**src/rtl/sm_sum_table_writer.sv**
```systemverilog
// rtl/sm_sum_table_writer.sv - fills a 256-entry sign-magnitude sum table, optionally reads it back and counts mismatches
//
// Ports:
//   clk_i          sole clock, rising edge
//   rst_ni         asynchronous active-low reset
//   start_i        one-cycle pulse, accepted in IDLE or DONE
//   busy_o         high while filling / verifying
//   done_o         level, high in DONE
//   pass_o         high in DONE when no readback mismatches were seen
//   wr_en_o        table write request
//   wr_ready_i     table accepts the write this cycle
//   wr_addr_o      write address {x, y}
//   wr_data_o      sign-magnitude x + y
//   rd_en_o        readback request (memory has 1-cycle read latency)
//   rd_addr_o      readback address
//   rd_data_i      readback data, valid the cycle after rd_en_o
//   mismatch_cnt_o number of readback words that differed from expected

module sm_sum_table_writer #(
  parameter int ADDR_WIDTH = 8,
  parameter int DATA_WIDTH = 5,
  parameter int VERIFY_EN  = 1
) (
  input  logic                  clk_i,
  input  logic                  rst_ni,
  input  logic                  start_i,
  output logic                  busy_o,
  output logic                  done_o,
  output logic                  pass_o,
  output logic                  wr_en_o,
  input  logic                  wr_ready_i,
  output logic [ADDR_WIDTH-1:0] wr_addr_o,
  output logic [DATA_WIDTH-1:0] wr_data_o,
  output logic                  rd_en_o,
  output logic [ADDR_WIDTH-1:0] rd_addr_o,
  input  logic [DATA_WIDTH-1:0] rd_data_i,
  output logic [8:0]            mismatch_cnt_o
);

  typedef enum logic [1:0] {
    IDLE   = 2'd0,
    WRITE  = 2'd1,
    VERIFY = 2'd2,
    DONE   = 2'd3
  } state_t;

  localparam logic [ADDR_WIDTH-1:0] LAST_ADDR = '1;

  state_t                  state;
  logic                    cmp_valid;
  logic [ADDR_WIDTH-1:0]   cmp_addr;
  logic [ADDR_WIDTH-1:0]   wr_addr_inc;
  logic [8:0]              mismatch_nxt;

  // Table word for address {x, y}: sign-magnitude addition of two 4-bit
  // sign-magnitude operands. A zero result is always encoded as +0.
  function automatic logic [DATA_WIDTH-1:0] sum_word(input logic [ADDR_WIDTH-1:0] a);
    logic                  sx, sy, sign;
    logic [2:0]            mx, my;
    logic [3:0]            mag;
    logic [DATA_WIDTH-1:0] res;
    sx = a[7];
    mx = a[6:4];
    sy = a[3];
    my = a[2:0];
    if (sx == sy) begin
      sign = sx;
      mag  = {1'b0, mx} + {1'b0, my};
    end else if (mx >= my) begin
      sign = sx;
      mag  = {1'b0, mx} - {1'b0, my};
    end else begin
      sign = sy;
      mag  = {1'b0, my} - {1'b0, mx};
    end
    res = '0;
    if (mag != 4'd0) begin
      res[DATA_WIDTH-1] = sign;
      res[3:0]          = mag;
    end
    return res;
  endfunction

  assign wr_addr_inc = wr_addr_o + ADDR_WIDTH'(1);

  // Compare stage: rd_data_i belongs to the address registered with the
  // previous cycle's rd_en_o.
  always_comb begin
    mismatch_nxt = mismatch_cnt_o;
    if (cmp_valid && (rd_data_i != sum_word(cmp_addr))) begin
      mismatch_nxt = mismatch_cnt_o + 9'd1;
    end
  end

  always_ff @(posedge clk_i or negedge rst_ni) begin
    if (!rst_ni) begin
      state          <= IDLE;
      busy_o         <= 1'b0;
      done_o         <= 1'b0;
      pass_o         <= 1'b0;
      wr_en_o        <= 1'b0;
      wr_addr_o      <= '0;
      wr_data_o      <= '0;
      rd_en_o        <= 1'b0;
      rd_addr_o      <= '0;
      mismatch_cnt_o <= '0;
      cmp_valid      <= 1'b0;
      cmp_addr       <= '0;
    end else begin
      cmp_valid <= rd_en_o;
      cmp_addr  <= rd_addr_o;

      case (state)
        IDLE, DONE: begin
          if (start_i) begin
            state          <= WRITE;
            busy_o         <= 1'b1;
            done_o         <= 1'b0;
            pass_o         <= 1'b0;
            wr_en_o        <= 1'b1;
            wr_addr_o      <= '0;
            wr_data_o      <= sum_word('0);
            rd_addr_o      <= '0;
            mismatch_cnt_o <= '0;
          end
        end

        WRITE: begin
          // Address and data only move on a completed beat, so they stay
          // stable through any number of stall cycles.
          if (wr_ready_i) begin
            if (wr_addr_o == LAST_ADDR) begin
              wr_en_o <= 1'b0;
              if (VERIFY_EN != 0) begin
                state     <= VERIFY;
                rd_en_o   <= 1'b1;
                rd_addr_o <= '0;
              end else begin
                state  <= DONE;
                busy_o <= 1'b0;
                done_o <= 1'b1;
                pass_o <= (mismatch_cnt_o == 9'd0);
              end
            end else begin
              wr_addr_o <= wr_addr_inc;
              wr_data_o <= sum_word(wr_addr_inc);
            end
          end
        end

        VERIFY: begin
          mismatch_cnt_o <= mismatch_nxt;
          if (rd_en_o) begin
            if (rd_addr_o == LAST_ADDR) begin
              rd_en_o <= 1'b0;
            end else begin
              rd_addr_o <= rd_addr_o + ADDR_WIDTH'(1);
            end
          end
          // The last compare lands one cycle after the last read request.
          if (cmp_valid && (cmp_addr == LAST_ADDR)) begin
            state  <= DONE;
            busy_o <= 1'b0;
            done_o <= 1'b1;
            pass_o <= (mismatch_nxt == 9'd0);
          end
        end

        default: state <= IDLE;
      endcase
    end
  end

endmodule
```
**config.mk**
```make
export PLATFORM = sky130hd
export DESIGN_NAME = sm_sum_table_writer
export DESIGN_NICKNAME = d
export VERILOG_FILES = /design/src/rtl/sm_sum_table_writer.sv
export SDC_FILE = /design/constraint.sdc
export NUM_CORES = 1
export LEC_CHECK = 0
export ABC_AREA = 0
export BUFFER_PORTS_ARGS = -buffer_cell sky130_fd_sc_hd__buf_2
export CAP_MARGIN = 15
export CORE_ASPECT_RATIO = 1.4
export CORE_UTILIZATION = 63
export CTS_BUF_LIST = sky130_fd_sc_hd__clkbuf_16
export CTS_CLUSTER_DIAMETER = 120
export DETAILED_ROUTE_END_ITERATION = 8
export PLACE_DENSITY = 0.86
export SYNTH_ARGS = -nofsm -noshare
export SYNTH_HDL_FRONTEND = slang
export SYNTH_SLANG_ARGS = --single-unit
```
**constraint.sdc**
```tcl
create_clock -name clk_i -period 7.05 [get_ports clk_i]
set_input_delay 0.3525 -clock clk_i [delete_from_list [all_inputs] [get_ports clk_i]]
set_output_delay 0.3525 -clock clk_i [all_outputs]
set_load 0.02 [all_outputs]
```
* After elaboration in Yosys (flattened, before gate mapping) *
Cells that the tools add are included.

word-level totals
  memories = 0
  memory bits (writable) = 0
  ROM bits = 0
  logic and storage cells = 107
  output and inout bits = 35
  bits in latches = 0
  input port bits = 9
  flip-flop bits (word level) = 46

operators by class
  divide/modulo/power cells = 0
  muxes and demuxes = 50
  reduce and logical (&&, ||, !) cells = 17
  eq/ne operators = 16
  multipliers = 0
  $add $sub $neg = 9
  shifts and indexed selects = 0
  bitwise gates (word level) = 1
  $lt $le $gt $ge = 2

operator list
  operator                                                       count
  8-bit 2-to-1 mux                                               7
  4-bit 2-to-1 mux                                               7
  5-bit 2-to-1 mux                                               5
  8-bit == test, second input constant                           3
  8-bit case mux with 3 select lines                             1
  9-bit 2-to-1 mux                                               2
  9-bit case mux with 2 select lines                             1
  8-bit by 1-bit adder with 8-bit output, second input constant  2
  8-bit case mux with 2 select lines                             1
  3-bit by 3-bit subtractor with 4-bit output                    4
  1-bit 2-to-1 mux                                               15
  2-bit inequality test, second input constant                   7
  4-bit AND reduction                                            3
  1-bit case mux with 2 select lines                             5
  5-bit case mux with 2 select lines                             1
  9-bit by 1-bit adder with 9-bit output, second input constant  1
  9-bit logical NOT                                              1
  3-bit by 3-bit adder with 4-bit output                         2
  2-bit 2-to-1 mux                                               4
  4-bit nonzero test                                             2
  3-bit >= comparator                                            2
  2-bit case mux with 3 select lines                             1
  3-bit AND reduction                                            2
  2-bit nonzero test                                             3
  10 further kinds                                               13

* Longest topological paths before layout *
  word-level depth = 12
  gate-level depth with buffers = 15
  mapped depth without buffers = 14

* Worst setup path after synthesis *
Ideal clock, no wire load.

  path type = flip-flop to flip-flop
  start point = register wr_addr_o[0]
  end point = register wr_data_o[4]
  setup slack = 3583 ps
  setup time = 122 ps
  arrival time = 3345 ps
  stages on the path, launching flop included = 11
  cells stage by stage = dfrtp_1 -> ha_1 -> and3_1 -> nand3_1 -> xnor2_1 -> ha_1 -> o31ai_1 -> mux2i_1 -> a21oi_1 -> or4_1 -> a32o_1

between the ends
  longest elaborated chain between the ends = 12

ends and longest elaborated chain
  item                                                                 line  RTL
  start, declared                                                      32    output logic [ADDR_WIDTH-1:0] wr_addr_o,
  start signal, assigned                                               145   wr_addr_o <= wr_addr_inc;
  8-bit by 1-bit adder with 8-bit output                               84    assign wr_addr_inc = wr_addr_o + ADDR_WIDTH'(1);
  3-bit by 3-bit subtractor with 4-bit output (tied with other cells)  74    mag = {1'b0, my} - {1'b0, mx};
  4-bit 2-to-1 mux                                                     69    end else if (mx >= my) begin
  4-bit 2-to-1 mux                                                     66    if (sx == sy) begin
  4-bit 2-to-1 mux                                                     132   if (wr_addr_o == LAST_ADDR) begin
  4-bit 2-to-1 mux                                                     131   if (wr_ready_i) begin
  4-bit 2-to-1 mux                                                     113   case (state)
  4-bit nonzero test                                                   77    if (mag != 4'd0) begin
  5-bit 2-to-1 mux                                                     77
  5-bit 2-to-1 mux                                                     132
  5-bit 2-to-1 mux                                                     131
  5-bit case mux with 2 select lines                                   113
  end signal, assigned                                                 122   wr_data_o <= sum_word('0);
  end signal, assigned                                                 146   wr_data_o <= sum_word(wr_addr_inc);
  end, declared                                                        33    output logic [DATA_WIDTH-1:0] wr_data_o,

Parallel ways exist; a longest one is shown, timed or not. The select of a mux whose other input is x is not followed.
A chain may end at the register's enable or synchronous reset.

* Worst setup path in the final report *
  start point = register cmp_addr[4]
  end point = register pass_o

between the ends
  longest elaborated chain between the ends = 11

ends and longest elaborated chain
  item                                                                 line  RTL
  start, declared                                                      51    logic [ADDR_WIDTH-1:0] cmp_addr;
  start signal, assigned                                               111   cmp_addr <= rd_addr_o;
  3-bit by 3-bit subtractor with 4-bit output (tied with other cells)  74
  4-bit 2-to-1 mux                                                     69
  4-bit 2-to-1 mux                                                     66
  4-bit nonzero test                                                   77
  5-bit 2-to-1 mux                                                     77
  5-bit inequality test                                                90    if (cmp_valid && (rd_data_i != sum_word(cmp_addr))) begin
  1-bit logical AND                                                    90
  9-bit 2-to-1 mux                                                     90
  9-bit logical NOT                                                    165   pass_o <= (mismatch_nxt == 9'd0);
  1-bit 2-to-1 mux                                                     161   if (cmp_valid && (cmp_addr == LAST_ADDR)) begin
  1-bit case mux with 2 select lines                                   113
  end signal, assigned                                                 142   pass_o <= (mismatch_cnt_o == 9'd0);
  end signal, assigned                                                 165
  end, declared                                                        29    output logic pass_o,

Parallel ways exist; a longest one is shown, timed or not. The select of a mux whose other input is x is not followed.

==> key figures <==
Run status
  • Outcome: finished, final reports clean

CTS
  • Post-CTS setup buffers: 0
  • Clock root cell: clkbuf_16
  • CTS tree: built
  • Total number of H-tree levels: 2
  • Worst-case clock buffer depth: 2
  • Clk sinks: 46
  • Worst-path clk slew: 0.06 ns
  • Hold buffers post-CTS: 0
  • TritonCTS Buffers: 5
  • Worst skew pair latency: 0.29 ns
  • PostCTS Resize Cnt: 0

Timing
  • RSZ-0062 raised after global routing: false
  • Worst Skew: 0.00400 ns
  • Worst-margin pin slew: 1.04 ns
  • Final setup vio count: 0
  • Fin crit share: 54.1%
  • Fin crit period: 3.82 ns
  • F_max: 262 MHz
  • Relative slew slack: 30.7%
  • TNS Setup: 0 ns
  • Slew Limit Fails: 0
  • Hold Vio Cnt, Final: 0
  • Hold Slack: 0.255 ns

Cells and area
  • Synthesis-to-finish area growth: 13.2%
  • Final #Nets: 448
  • Share of cells above drive strength 1: 15.9%
  • Most common cell after layout, fill and taps aside: dfrtp_1
  • N_diodes: 0
  • Most frequent cells in the layout: dfrtp_1 (46), buf_2 (43), nor2_1 (37), nand2_1 (28), o21ai_0 (27)

Routing
  • Iteration-0 DRC Markers: 210
  • Wirelength per Cell: 16.0 um
  • Met1 WL: 3150 um
  • DRC viols: 0
  • Vias: 2,896
  • Drt total wl: 7580 um
  • Top sig layer: met4
  • Drt via density: 6.11
  • Met3 Wirelength: 292 um
  • Number of routed nets with antenna violations: 0
  • DRT Pass-1 Iters: 5
  • Met2 WL: 3970 um

Synthesis
  • Async SR Flop Fraction: 100%
  • Largest family of logic cells by synthesized area: compound AO/OA/AOI/OAI gates
  • Distinct cells, synth: 58
  • Yosys warns: 0
  • Part of the Yosys area used for sequential elements: 34.0%
  • Mux contribution to synthesized area: 5.20%
  • Net count after synthesis: 407
  • Mapped Area: 3390 um2
  • Post-Syn Area per Cell: 9.26 um2
  • Synth Register Bits: 46
  • Compound-cell area share of the yosys netlist: 19.1%
  • Synth Flop Type: dfrtp_1
  • Xor and xnor fraction of the mapped netlist area: 5.35%
  • Synth Area in Adders: 13.6%
  • Simple-gate share of the synthesized area: 18.8%
  • Post-synthesis instance total: 366
  • EDFF count, synth: 0

Floorplan
  • DIE HEIGHT: 88.8 um
  • Die width: 64.0 um
  • Die area: 5680 um2
  • Std-Cell Rows: 31
  • Core ar.: 5160 um2
  • Initial Utilization: 65.7%
  • Top Ports: 44

Global routing
  • Global-route wire length before repair: 12,400 um
  • Initial antenna violation count: 0
  • Vias in the first global route: 2,759
  • Overflow after GRT: 0
  • Largest net degree at the start of global routing: 47
  • All-layer global routing usage: 28.3%

Setup path
  • Critical path type: reg -> reg
  • Crit start category: register
  • Critical path endpoint category: register
  • Data required time of the worst path: 7.25 ns
  • Critical path peak fanout: 17
  • WP data arrival: 4.02 ns

Hold path
  • Worst hold path class: in -> async

Power
  • Peak VDD IR: 236 uV
  • Clock power share: 22.4%
  • Cell Pwr Density: 350 nW/um2
  • Sequential power share: 27.6%
  • Lkg Pwr: 0.00183 uW
  • Comb pwr share: 50.0%
  • Switch Pwr: 593 uW
  • Pint: 750 uW
  • Switching part of the total power: 44.2%

Place
  • RePlAce Congestion: 0.950
  • Final HPWL DP: 5480 um
  • I/O Buffers: 43

Flow run
  • Max Cap Viol: 0
[layer usage]
layer	vias up	GRT usage (%)
met5	-	0
met4	0	13.6
met3	16	4.77
met2	75	50.4
met1	1423	32.9
li1	1382	-
[sequential cells by signal, indices dropped and copies added (netlist names)]
name	count
done_o	1
wr_data_o	5
rd_addr_o	8
mismatch_cnt_o	9
cmp_valid	1
state	2
pass_o	1
wr_en_o	1
cmp_addr	8
wr_addr_o	8
rd_en_o	1
busy_o	1
[worst max-delay path: stages (launching register included)]
cell and delay, ns:
dfrtp_1 0.41, inv_1 0.07, ha_1 0.18, fa_1 0.18
inv_1 0.05, fa_1 0.44, a31oi_4 0.21, mux2i_1 0.37
xor2_1 0.12, a221o_1 0.40, a211oi_4 0.30, a31oi_4 0.28
a2111oi_4 0.42, nor4bb_1 0.11, a211oi_2 0.20
[logic make-up (layout without fill, tap and decap cells)]
kind of cell               after synthesis  after routing
AOI/OAI and AO/OA                       87             87
xor gates and xnor gates                19             19
adders and majority gates               32             32
buffers and inverters                   35             77
DFF                                     46             46
muxes                                   17             17
and+or+nand+nor                        130            130
[power by group through the flow]
stage / Combinational (uW) / Sequential (uW) / Clock (uW)
6_report: 672 / 371 / 300
5_1_grt: 746 / 378 / 315
4_1_cts: 668 / 371 / 302
3_5_place_dp: 663 / 374 / 0
3_3_place_gp: 640 / 369 / 0
2_1_floorplan: 466 / 406 / 0
[worst paths after layout]
check	to	start	depth (start not counted)	slack (ns)
hold / removal	cmp_addr[5]	rst_ni	1	0.26
min in group clk_i	wr_en_o	wr_ready_i	3	0.43
setup reg to reg	pass_o	cmp_addr[4]	14	3.23
hold reg to reg	cmp_addr[6]	rd_addr_o[6]	0	0.45
setup / recovery	pass_o	cmp_addr[4]	14	3.23
max in group asynchronous	wr_addr_o[7]	rst_ni	1	6.16
[cells in the mapped netlist (5+ instances only)]
master	number	area, um2
nand4_1	6	37.5
o21ai_0	27	135
nor3_1	7	35.0
mux2i_1	12	120
nor2_1	37	139
a21oi_1	12	60.1
nand3_1	19	95.1
xnor2_1	6	52.6
mux2_2	5	56.3
a22o_1	5	43.8
nand2_1	28	105
inv_1	26	97.6
and3_1	9	56.3
dfrtp_1	46	1150
nor2b_1	5	31.3
xor2_1	11	96.3
ha_1	24	300
nand2b_1	5	31.3
clkbuf_1	7	26.3
and2_1	6	37.5
fa_1	8	160
[layout make-up]
cell class | instances | area, um2
clock buffer | 5 | 125
clock inverter | 3 | 63.8
fill | 395 | 1320
inverter | 26 | 97.6
multi-input combinational | 285 | 2100
sequential | 46 | 1150
tap | 66 | 82.6
timing repair buffer | 43 | 215
[through the flow]
step	instance area [um2]	setup WS, ns	util (%)	power (uW)	cells
6_report	3840	3.23	74.4	1340	474
5_1_grt	3840	2.97	74.4	1440	474
3_5_place_dp	3650	3.26	70.7	1040	466
3_3_place_gp	3650	3.40	70.7	1010	466
4_1_cts	3840	3.25	74.4	1340	474
2_1_floorplan	3390	3.58	-	871	366
Power figures use the tool's default switching activity.
